## src/rtl/cpu_pkg.sv

```systemverilog
// Shared CPU definitions: ALU opcodes, flag bit positions and the ALU stage states.
package cpu_pkg;

  typedef enum logic [3:0] {
    ADD    = 4'd0,
    ADC    = 4'd1,
    SUB    = 4'd2,
    SBC    = 4'd3,
    AND    = 4'd4,
    XOR    = 4'd5,
    OR     = 4'd6,
    CP     = 4'd7,
    CPL    = 4'd8,
    SCF    = 4'd9,
    CCF    = 4'd10,
    LD_A   = 4'd11,
    POP_AF = 4'd12,
    DAA    = 4'd13
  } alu_op_t;

  localparam int FLAG_Z = 7;
  localparam int FLAG_N = 6;
  localparam int FLAG_H = 5;
  localparam int FLAG_C = 4;

  typedef enum logic [1:0] {
    ST_IDLE = 2'd0,
    ST_EXEC = 2'd1,
    ST_DONE = 2'd2
  } alu_state_t;

  // Assemble a full F byte; the low nibble is architecturally always zero.
  function automatic logic [7:0] make_flags(input logic z, input logic n,
                                            input logic h, input logic c);
    return {z, n, h, c, 4'h0};
  endfunction

endpackage

```

## src/rtl/daa_calc.sv

```systemverilog
// Decimal adjust of A after a BCD add/subtract, driven by the N/H/C flags.
module daa_calc
  import cpu_pkg::*;
(
  input  logic [7:0] a,
  input  logic [3:0] fin,
  output logic [7:0] aout,
  output logic [3:0] fout
);

  logic       n_flag;
  logic       lo_adj;
  logic       hi_adj;
  logic [7:0] corr;

  // After a subtract only the recorded H/C borrows drive the correction.
  always_comb begin
    n_flag = fin[FLAG_N-4];
    lo_adj = fin[FLAG_H-4] | (~n_flag & (a[3:0] > 4'd9));
    hi_adj = fin[FLAG_C-4] | (~n_flag & (a > 8'h99));
    corr   = {(hi_adj ? 4'h6 : 4'h0), (lo_adj ? 4'h6 : 4'h0)};
    aout   = n_flag ? (a - corr) : (a + corr);
    fout   = {(aout == 8'h00), n_flag, 1'b0, hi_adj};
  end

endmodule

```

## src/rtl/af_alu_unit.sv

```systemverilog
// Accumulator/flag execution stage holding the architectural A and F registers.
// Build option: define AF_ALU_DAA_EN to instantiate daa_calc and execute DAA.
module af_alu_unit
  import cpu_pkg::*;
#(
  parameter logic [7:0] A_RESET = 8'h01,
  parameter logic [7:0] F_RESET = 8'hB0
) (
  input  logic       clk,
  input  logic       n_rst,
  input  logic       op_valid,
  output logic       op_ready,
  input  alu_op_t    op,
  input  logic [7:0] op_b,
  input  logic [7:0] op_f,
  output logic [7:0] a_out,
  output logic [7:0] f_out,
  output logic       done
);

  alu_state_t state_q, state_d;
  alu_op_t    op_q;
  logic [7:0] b_q;
  logic [3:0] fsrc_q;
  logic [7:0] a_q, a_d;
  logic [7:0] f_q, f_d;
  logic       accept;

  logic       sub_mode;
  logic       cin;
  logic [7:0] b_eff;
  logic [8:0] sum;
  logic       half;
  logic       carry;
  logic [7:0] logic_r;

  logic unused_fsrc_lo;
  assign unused_fsrc_lo = ^op_f[3:0];

  always_comb begin
    state_d  = state_q;
    op_ready = 1'b0;
    done     = 1'b0;
    case (state_q)
      ST_IDLE: begin
        op_ready = 1'b1;
        if (op_valid) state_d = ST_EXEC;
      end
      ST_EXEC: state_d = ST_DONE;
      ST_DONE: begin
        done    = 1'b1;
        state_d = ST_IDLE;
      end
      default: state_d = ST_IDLE;
    endcase
  end

  assign accept = op_ready & op_valid;

  always_ff @(posedge clk or negedge n_rst) begin
    if (!n_rst) begin
      state_q <= ST_IDLE;
      op_q    <= ADD;
      b_q     <= 8'h00;
      fsrc_q  <= 4'h0;
    end else begin
      state_q <= state_d;
      if (accept) begin
        op_q   <= op;
        b_q    <= op_b;
        fsrc_q <= op_f[7:4];
      end
    end
  end

  // Subtraction reuses the adder as A + ~B + cin; carries then invert into borrows.
  always_comb begin
    sub_mode = (op_q == SUB) || (op_q == SBC) || (op_q == CP);
    case (op_q)
      ADC:     cin = f_q[FLAG_C];
      SUB, CP: cin = 1'b1;
      SBC:     cin = ~f_q[FLAG_C];
      default: cin = 1'b0;
    endcase
    b_eff = sub_mode ? ~b_q : b_q;
    sum   = {1'b0, a_q} + {1'b0, b_eff} + {8'd0, cin};
    half  = sum[4] ^ a_q[4] ^ b_eff[4] ^ sub_mode;
    carry = sum[8] ^ sub_mode;
    case (op_q)
      AND:     logic_r = a_q & b_q;
      XOR:     logic_r = a_q ^ b_q;
      default: logic_r = a_q | b_q;
    endcase
  end

`ifdef AF_ALU_DAA_EN
  logic [7:0] daa_a;
  logic [3:0] daa_f;

  daa_calc u_daa (
    .a    (a_q),
    .fin  (f_q[7:4]),
    .aout (daa_a),
    .fout (daa_f)
  );
`endif

  always_comb begin
    a_d = a_q;
    f_d = f_q;
    if (state_q == ST_EXEC) begin
      case (op_q)
        ADD, ADC, SUB, SBC: begin
          a_d = sum[7:0];
          f_d = make_flags(sum[7:0] == 8'h00, sub_mode, half, carry);
        end
        CP: f_d = make_flags(sum[7:0] == 8'h00, 1'b1, half, carry);
        AND: begin
          a_d = logic_r;
          f_d = make_flags(logic_r == 8'h00, 1'b0, 1'b1, 1'b0);
        end
        OR, XOR: begin
          a_d = logic_r;
          f_d = make_flags(logic_r == 8'h00, 1'b0, 1'b0, 1'b0);
        end
        CPL: begin
          a_d = ~a_q;
          f_d = make_flags(f_q[FLAG_Z], 1'b1, 1'b1, f_q[FLAG_C]);
        end
        SCF: f_d = make_flags(f_q[FLAG_Z], 1'b0, 1'b0, 1'b1);
        CCF: f_d = make_flags(f_q[FLAG_Z], 1'b0, 1'b0, ~f_q[FLAG_C]);
        LD_A: a_d = b_q;
        POP_AF: begin
          a_d = b_q;
          f_d = {fsrc_q, 4'h0};
        end
`ifdef AF_ALU_DAA_EN
        DAA: begin
          a_d = daa_a;
          f_d = {daa_f, 4'h0};
        end
`endif
        default: ;
      endcase
    end
  end

  // A reset anywhere in the sequence drops the pending writeback with the state.
  always_ff @(posedge clk or negedge n_rst) begin
    if (!n_rst) begin
      a_q <= A_RESET;
      f_q <= {F_RESET[7:4], 4'h0};
    end else begin
      a_q <= a_d;
      f_q <= f_d;
    end
  end

  assign a_out = a_q;
  assign f_out = f_q;

endmodule

```

## config.mk

```make
export PLATFORM = sky130hd
export DESIGN_NAME = af_alu_unit
export DESIGN_NICKNAME = d
export VERILOG_FILES = /design/src/rtl/cpu_pkg.sv /design/src/rtl/daa_calc.sv /design/src/rtl/af_alu_unit.sv
export SDC_FILE = /design/constraint.sdc
export NUM_CORES = 1
export LEC_CHECK = 0
export CAP_MARGIN = 20
export CORE_UTILIZATION = 57
export DETAILED_ROUTE_END_ITERATION = 7
export PLACE_DENSITY = 0.94
export SETUP_SLACK_MARGIN = 0.02
export SYNTH_ARGS = -nofsm -noshare
export SYNTH_HDL_FRONTEND = slang
export SYNTH_HIERARCHICAL = 1
export SYNTH_SLANG_ARGS = --single-unit
```

## constraint.sdc

```tcl
create_clock -name clk -period 6.49 [get_ports clk]
set_input_delay 1.298 -clock clk [delete_from_list [all_inputs] [get_ports clk]]
set_output_delay 1.298 -clock clk [all_outputs]
set_load 0.02 [all_outputs]
```

### After elaboration in Yosys (flattened, before gate mapping)

Cells that the tools add are included.

| word-level totals | value |
|---|---|
| memory bits (writable) | 0 |
| memories | 0 |
| word-level logic and storage cells | 67 |
| register bits | 34 |
| output and inout bits | 18 |
| bits in read-only memories | 0 |
| latch bits | 0 |

| cells by class | value |
|---|---|
| div/mod/pow operators | 0 |
| bitwise gates (word level) | 14 |
| equality and inequality tests | 15 |
| shift operators | 0 |
| multipliers | 0 |
| multiplexer cells | 9 |
| add/sub/neg operators | 2 |
| reductions and logical operators | 19 |
| $lt $le $gt $ge | 0 |

Operators by type and width:

| operator | count |
|---|---|
| case mux 8 bit (8 select lines) | 1 |
| case mux 8 bit (4 select lines) | 1 |
| equality test 4 bit, second input constant | 5 |
| equality test 4 x 3 -> 1 bit, second input constant | 4 |
| zero test 8 bit | 2 |
| inverter 8 bit | 2 |
| case mux 8 bit (2 select lines) | 1 |
| adder 8 x 8 -> 9 bit | 1 |
| adder 9 x 1 -> 9 bit | 1 |
| bitwise AND 8 bit | 1 |
| equality test 4 x 2 -> 1 bit, second input constant | 2 |
| two-way mux 8 bit | 1 |
| bitwise OR 8 bit | 1 |
| nonzero test 8 bit | 1 |
| XOR 8 bit | 1 |
| nonzero test 7 bit | 1 |
| OR reduction 2 bit | 3 |
| AND reduction 5 bit | 1 |
| nonzero test 5 bit | 1 |
| equality test 4 x 1 -> 1 bit, second input constant | 1 |
| zero test 4 bit | 1 |
| inverter 1 bit | 4 |
| case mux 2 bit (2 select lines) | 1 |
| AND reduction 2 bit | 2 |
| other kinds (14) | 19 |

### Logic depth before layout (Yosys ltp)

| depth | value |
|---|---|
| depth in word-level cells | 10 |
| depth in mapped cells | 14 |

### Least setup slack after synthesis

No wires, ideal clock.

| path | value |
|---|---|
| path type | reg-to-reg |
| start | register op_q[2] |
| end | register f_q[7] (netlist: f_out[7]) |
| arrival | 3206 ps |
| setup slack | 3202 ps |
| period minus slack after synthesis | 3288 ps |
| cell stages (with the launch flop) | 13 |
| path buffers | 2 |
| cells stage by stage | dfrtp_1 > buf_2 > buf_4 > a21oi_1 > nand2_1 > xnor2_1 > fa_1 > fa_1 > nor2b_2 > o31a_1 > a21oi_1 > or4_1 > o211ai_1 |

| on the way | value |
|---|---|
| cells in the longest elaborated chain, start to end | 8 |
| elaborated cells on any way between the ends | 30 |
| classes of those cells | add/sub: 2; eq/ne: 11; mux: 4; bitwise: 3; reduce/logical: 10 |

RTL lines:

| what | line | RTL |
|---|---|---|
| from (decl) | af_alu_unit.sv:22 | `alu_op_t op_q;` |
| from (signal assigned) | af_alu_unit.sv:69 | `op_q <= op;` |
| equality test 4 x 2 -> 1 bit | af_alu_unit.sv:78, af_alu_unit.sv:79, af_alu_unit.sv:112 |  |
| logical OR 1 bit (2 in a row) | af_alu_unit.sv:78 | `sub_mode = (op_q == SUB) \|\| (op_q == SBC) \|\| (op_q == CP);` |
| two-way mux 8 bit | af_alu_unit.sv:85 | `b_eff = sub_mode ? ~b_q : b_q;` |
| adder 8 x 8 -> 9 bit | af_alu_unit.sv:86 | `sum = {1'b0, a_q} + {1'b0, b_eff} + {8'd0, cin};` |
| adder 9 x 1 -> 9 bit | af_alu_unit.sv:86 |  |
| zero test 8 bit | af_alu_unit.sv:115, af_alu_unit.sv:117 |  |
| case mux 8 bit (8 select lines) | af_alu_unit.sv:112 | `case (op_q)` |
| to (signal assigned) | af_alu_unit.sv:152 | `f_q <= {F_RESET[7:4], 4'h0};` |
| to (decl) | af_alu_unit.sv:26 | `logic [7:0] f_q, f_d;` |

Parallel ways exist; a longest one is shown, timed or not. The select of a mux whose other input is x is not followed.
A chain may end at the register's enable or synchronous reset.

### Worst setup path in the final report

| path | value |
|---|---|
| start | register op_q[1] |
| end | register f_q[7] (netlist: f_out[7]) |

The elaborated chain is that of the path after synthesis.

==> out/qor.yml <==
path_max_fanout: 29
die_y_um: 71.3
clkTransAtPathRegs_ps: 70
synth-async-reset-ratio_pct: 100
min_to: "fsrc_q[0]"
critPathKind: "reg -> reg"
status: "complete, but fails checks"
row_count: 24
min_from: "fsrc_q[0]"
synth_area_um2: 2740
whs_ps: 517
port_buffers: 32
grt_pass1_vias: 2434
pre_cts_slack_ps: 2080
yosysTopAreaCell: "dfrtp_1"
setup_tns_ps: 0
synthCells: 321
clock_path_buffers: 2
routed_wl_um: 6940
synth_top_family_by_area: "compound AO/OA/AOI/OAI gates"
grt_max_degree: 31
critPathRequiredTime_ps: 6700
finalHoldViolations: 0
min_period_ps: 4280
first_pass_iters: 7
cts-buffers-inserted: 5
ctsHoldBuffers: 0
nNetsFinal: 392
vias_per_cell: 6.46
r2r-end: "f_out[7]"
setup_viol: 0
die_w_um: 71.3
final_cells: 397
hold_class: "reg -> reg"
synth-simple-area-share_pct: 15.7
fin_crit_sh_pct: 66.0
drv_slew: 0
regArea_um2: 756
synthAdderAreaFrac_pct: 12.0
leakagePower_nw: 1.33
post-route-drc-count: 3
clock-sinks: 30
grt_pass1_wl_um: 11500
drtIter0Drc: 225
core_area_um2: 4470
skew_ps: 4.36
synth_mux_area_share_pct: 5.75
startpoint_type: "register"
fin_util_pct: 70.2
synthMostInstantiatedCell: "nand2_1"
via_count: 2566
grt.total_usage_pct: 29.4
yosys.cell_types.count: 59
critPathCaptureType: "register"
synth-edff-count: 0
synth_compound_area_share_pct: 26.1
dp_cells: 388
finalWorstSetupSlack_ps: 2210
synth-main-ff-cell: "dfrtp_1"
dp.final_hpwl_um: 4810
tightest_slew_ps: 1100
drive_gt1_share_pct: 10.4
finalWeightedCongestion: 1.03
synth.top_cell.area_share_pct: 23.7
arrival_ps: 4500
route.antenna.remaining_nets: 0
r2r_start: "op_q[1]"
synth_seq_cells: 30
start_util_pct: 61.2
io_pins: 41
multi_input_area_um2: 1780
slew_headroom_pct: 26.7
antenna_found_initial: 0
wl_per_cell_um: 17.5
violations: "DRC"
num-fill-cells: 359
post_cts_resized: 0
grt_setup_unrepaired: "no"
insertion_delay_ps: 290
ys.warnings.count: 6
synth_top_cells_by_count: "33 x nand2_1, 31 x o21ai_0, 26 x dfrtp_1"
hold_depth: 1
fmax_ghz: 0.233
synth_xor_area_share_pct: 4.79
cts_tree: "done"
avgSynthCellArea_um2: 8.54
reg2regPathDepth: 9
area_growth_pct: 14.7
power.density_nw_per_um2: 485
htreeDepth: 2
ys_seq_area_share_pct: 27.6
max-vdd-ir-drop_mv: 0.300
r2r_setup_slack_ps: 2210
cap_violations: 0
root_buffer: "clkbuf_8"
antenna-diode-count: 0
synth.area.top_cells: "dfrtp_1 24%, ha_1 11%, o21ai_0 5.7%, nand2_1 4.5%, xnor2_1 4.2%"
dieArea_um2: 5090
cts_setup_buffers: 0
overflow: 0
-- per-stage QoR --
step / instance area (um^2) / total power, W
after global routing: 3140 / 0.00163
after global placement: 3010 / 0.00126
after detailed placement: 3010 / 0.00130
after floorplan: 2750 / 0.00106
final: 3140 / 0.00152
after CTS: 3120 / 0.00150
-- sequential cells by signal, summed over array words and instances (netlist names) --
signal,cells
f_out,4
state_q,2
op_q,4
fsrc_q,4
b_q,8
a_out,8
-- power by group --
group | switching [W] | internal, W
Combinational | 0.000528 | 0.000431
Sequential | 0.000116 | 0.000257
Clock | 0.0000787 | 0.000113
Total | 0.000723 | 0.000800
-- cells by family (layout without fill, tap and decap cells) --
family	after synthesis	count (layout)
AO/OA/AOI/OAI	106	106
XOR/XNOR	15	15
adder cells (fa/ha/maj)	25	25
buffers and inverters	43	64
flip-flops	30	30
multiplexers	15	15
other	1	4
AND/OR/NAND/NOR	86	86
-- layer usage --
layer	part of all wire, %	global-route usage, %	vias to the layer above
li1	-	-	1192
met1	42	38.1	1190
met2	47	46.9	160
met3	8.4	6.89	24
met4	3.0	13.3	0
met5	0	0	-
-- layout make-up --
cell class,instances,area share (%)
Multi-Input combinational cell,251,56.5
Sequential cell,30,24.0
Timing Repair Buffer,34,11.3
Inverter,22,2.63
Clock buffer,5,2.19
Tap cell,52,2.07
Clock inverter,3,1.27
-- worst max-delay path: stages (launching register included) --
cell and delay [ps]:
dfrtp_1 1070, nand2_1 680, xnor2_1 330, fa_1 470, fa_1 440, nor2b_2 140
o31a_1 200, a21oi_1 110, or4_1 550, o211ai_1 220
-- worst max-delay path by stage --
| stage | from | end | slack (ps) | cells after the start |
|---|---|---|---|---|
| final | op_q[1] | f_out[7] | 2210 | 9 |
| after CTS | op_q[0] | f_out[7] | 2040 | 11 |
| after detailed placement | op_q[0] | f_out[7] | 2080 | 11 |
| after global routing | op_q[1] | f_out[7] | 1960 | 9 |
| after floorplan | op_q[2] | f_out[7] | 3200 | 12 |
| after global placement | op_q[0] | f_out[7] | 2220 | 11 |
-- layout by cell type, fill, tap and decap left out, types with 3 or more instances in the layout --
cell,Yosys,routed
mux2_2,6,6
ha_1,23,23
o21ai_0,31,31
nor2b_1,5,5
o211ai_1,3,3
clkdlybuf4s50_1,0,32
nand3_1,4,4
o21a_1,5,5
conb_1,1,4
nand2_1,33,33
a21oi_1,20,20
mux2i_1,9,9
nor2_1,18,18
dfrtp_1,26,26
a21o_1,4,4
inv_1,22,22
nand2b_1,3,3
dfstp_2,4,4
o22ai_1,12,12
o21ai_2,3,3
xnor2_1,13,13
clkbuf_8,0,5
nor3_1,5,5
a221oi_1,5,5
No activity file was read; power rests on OpenSTA's default activity.
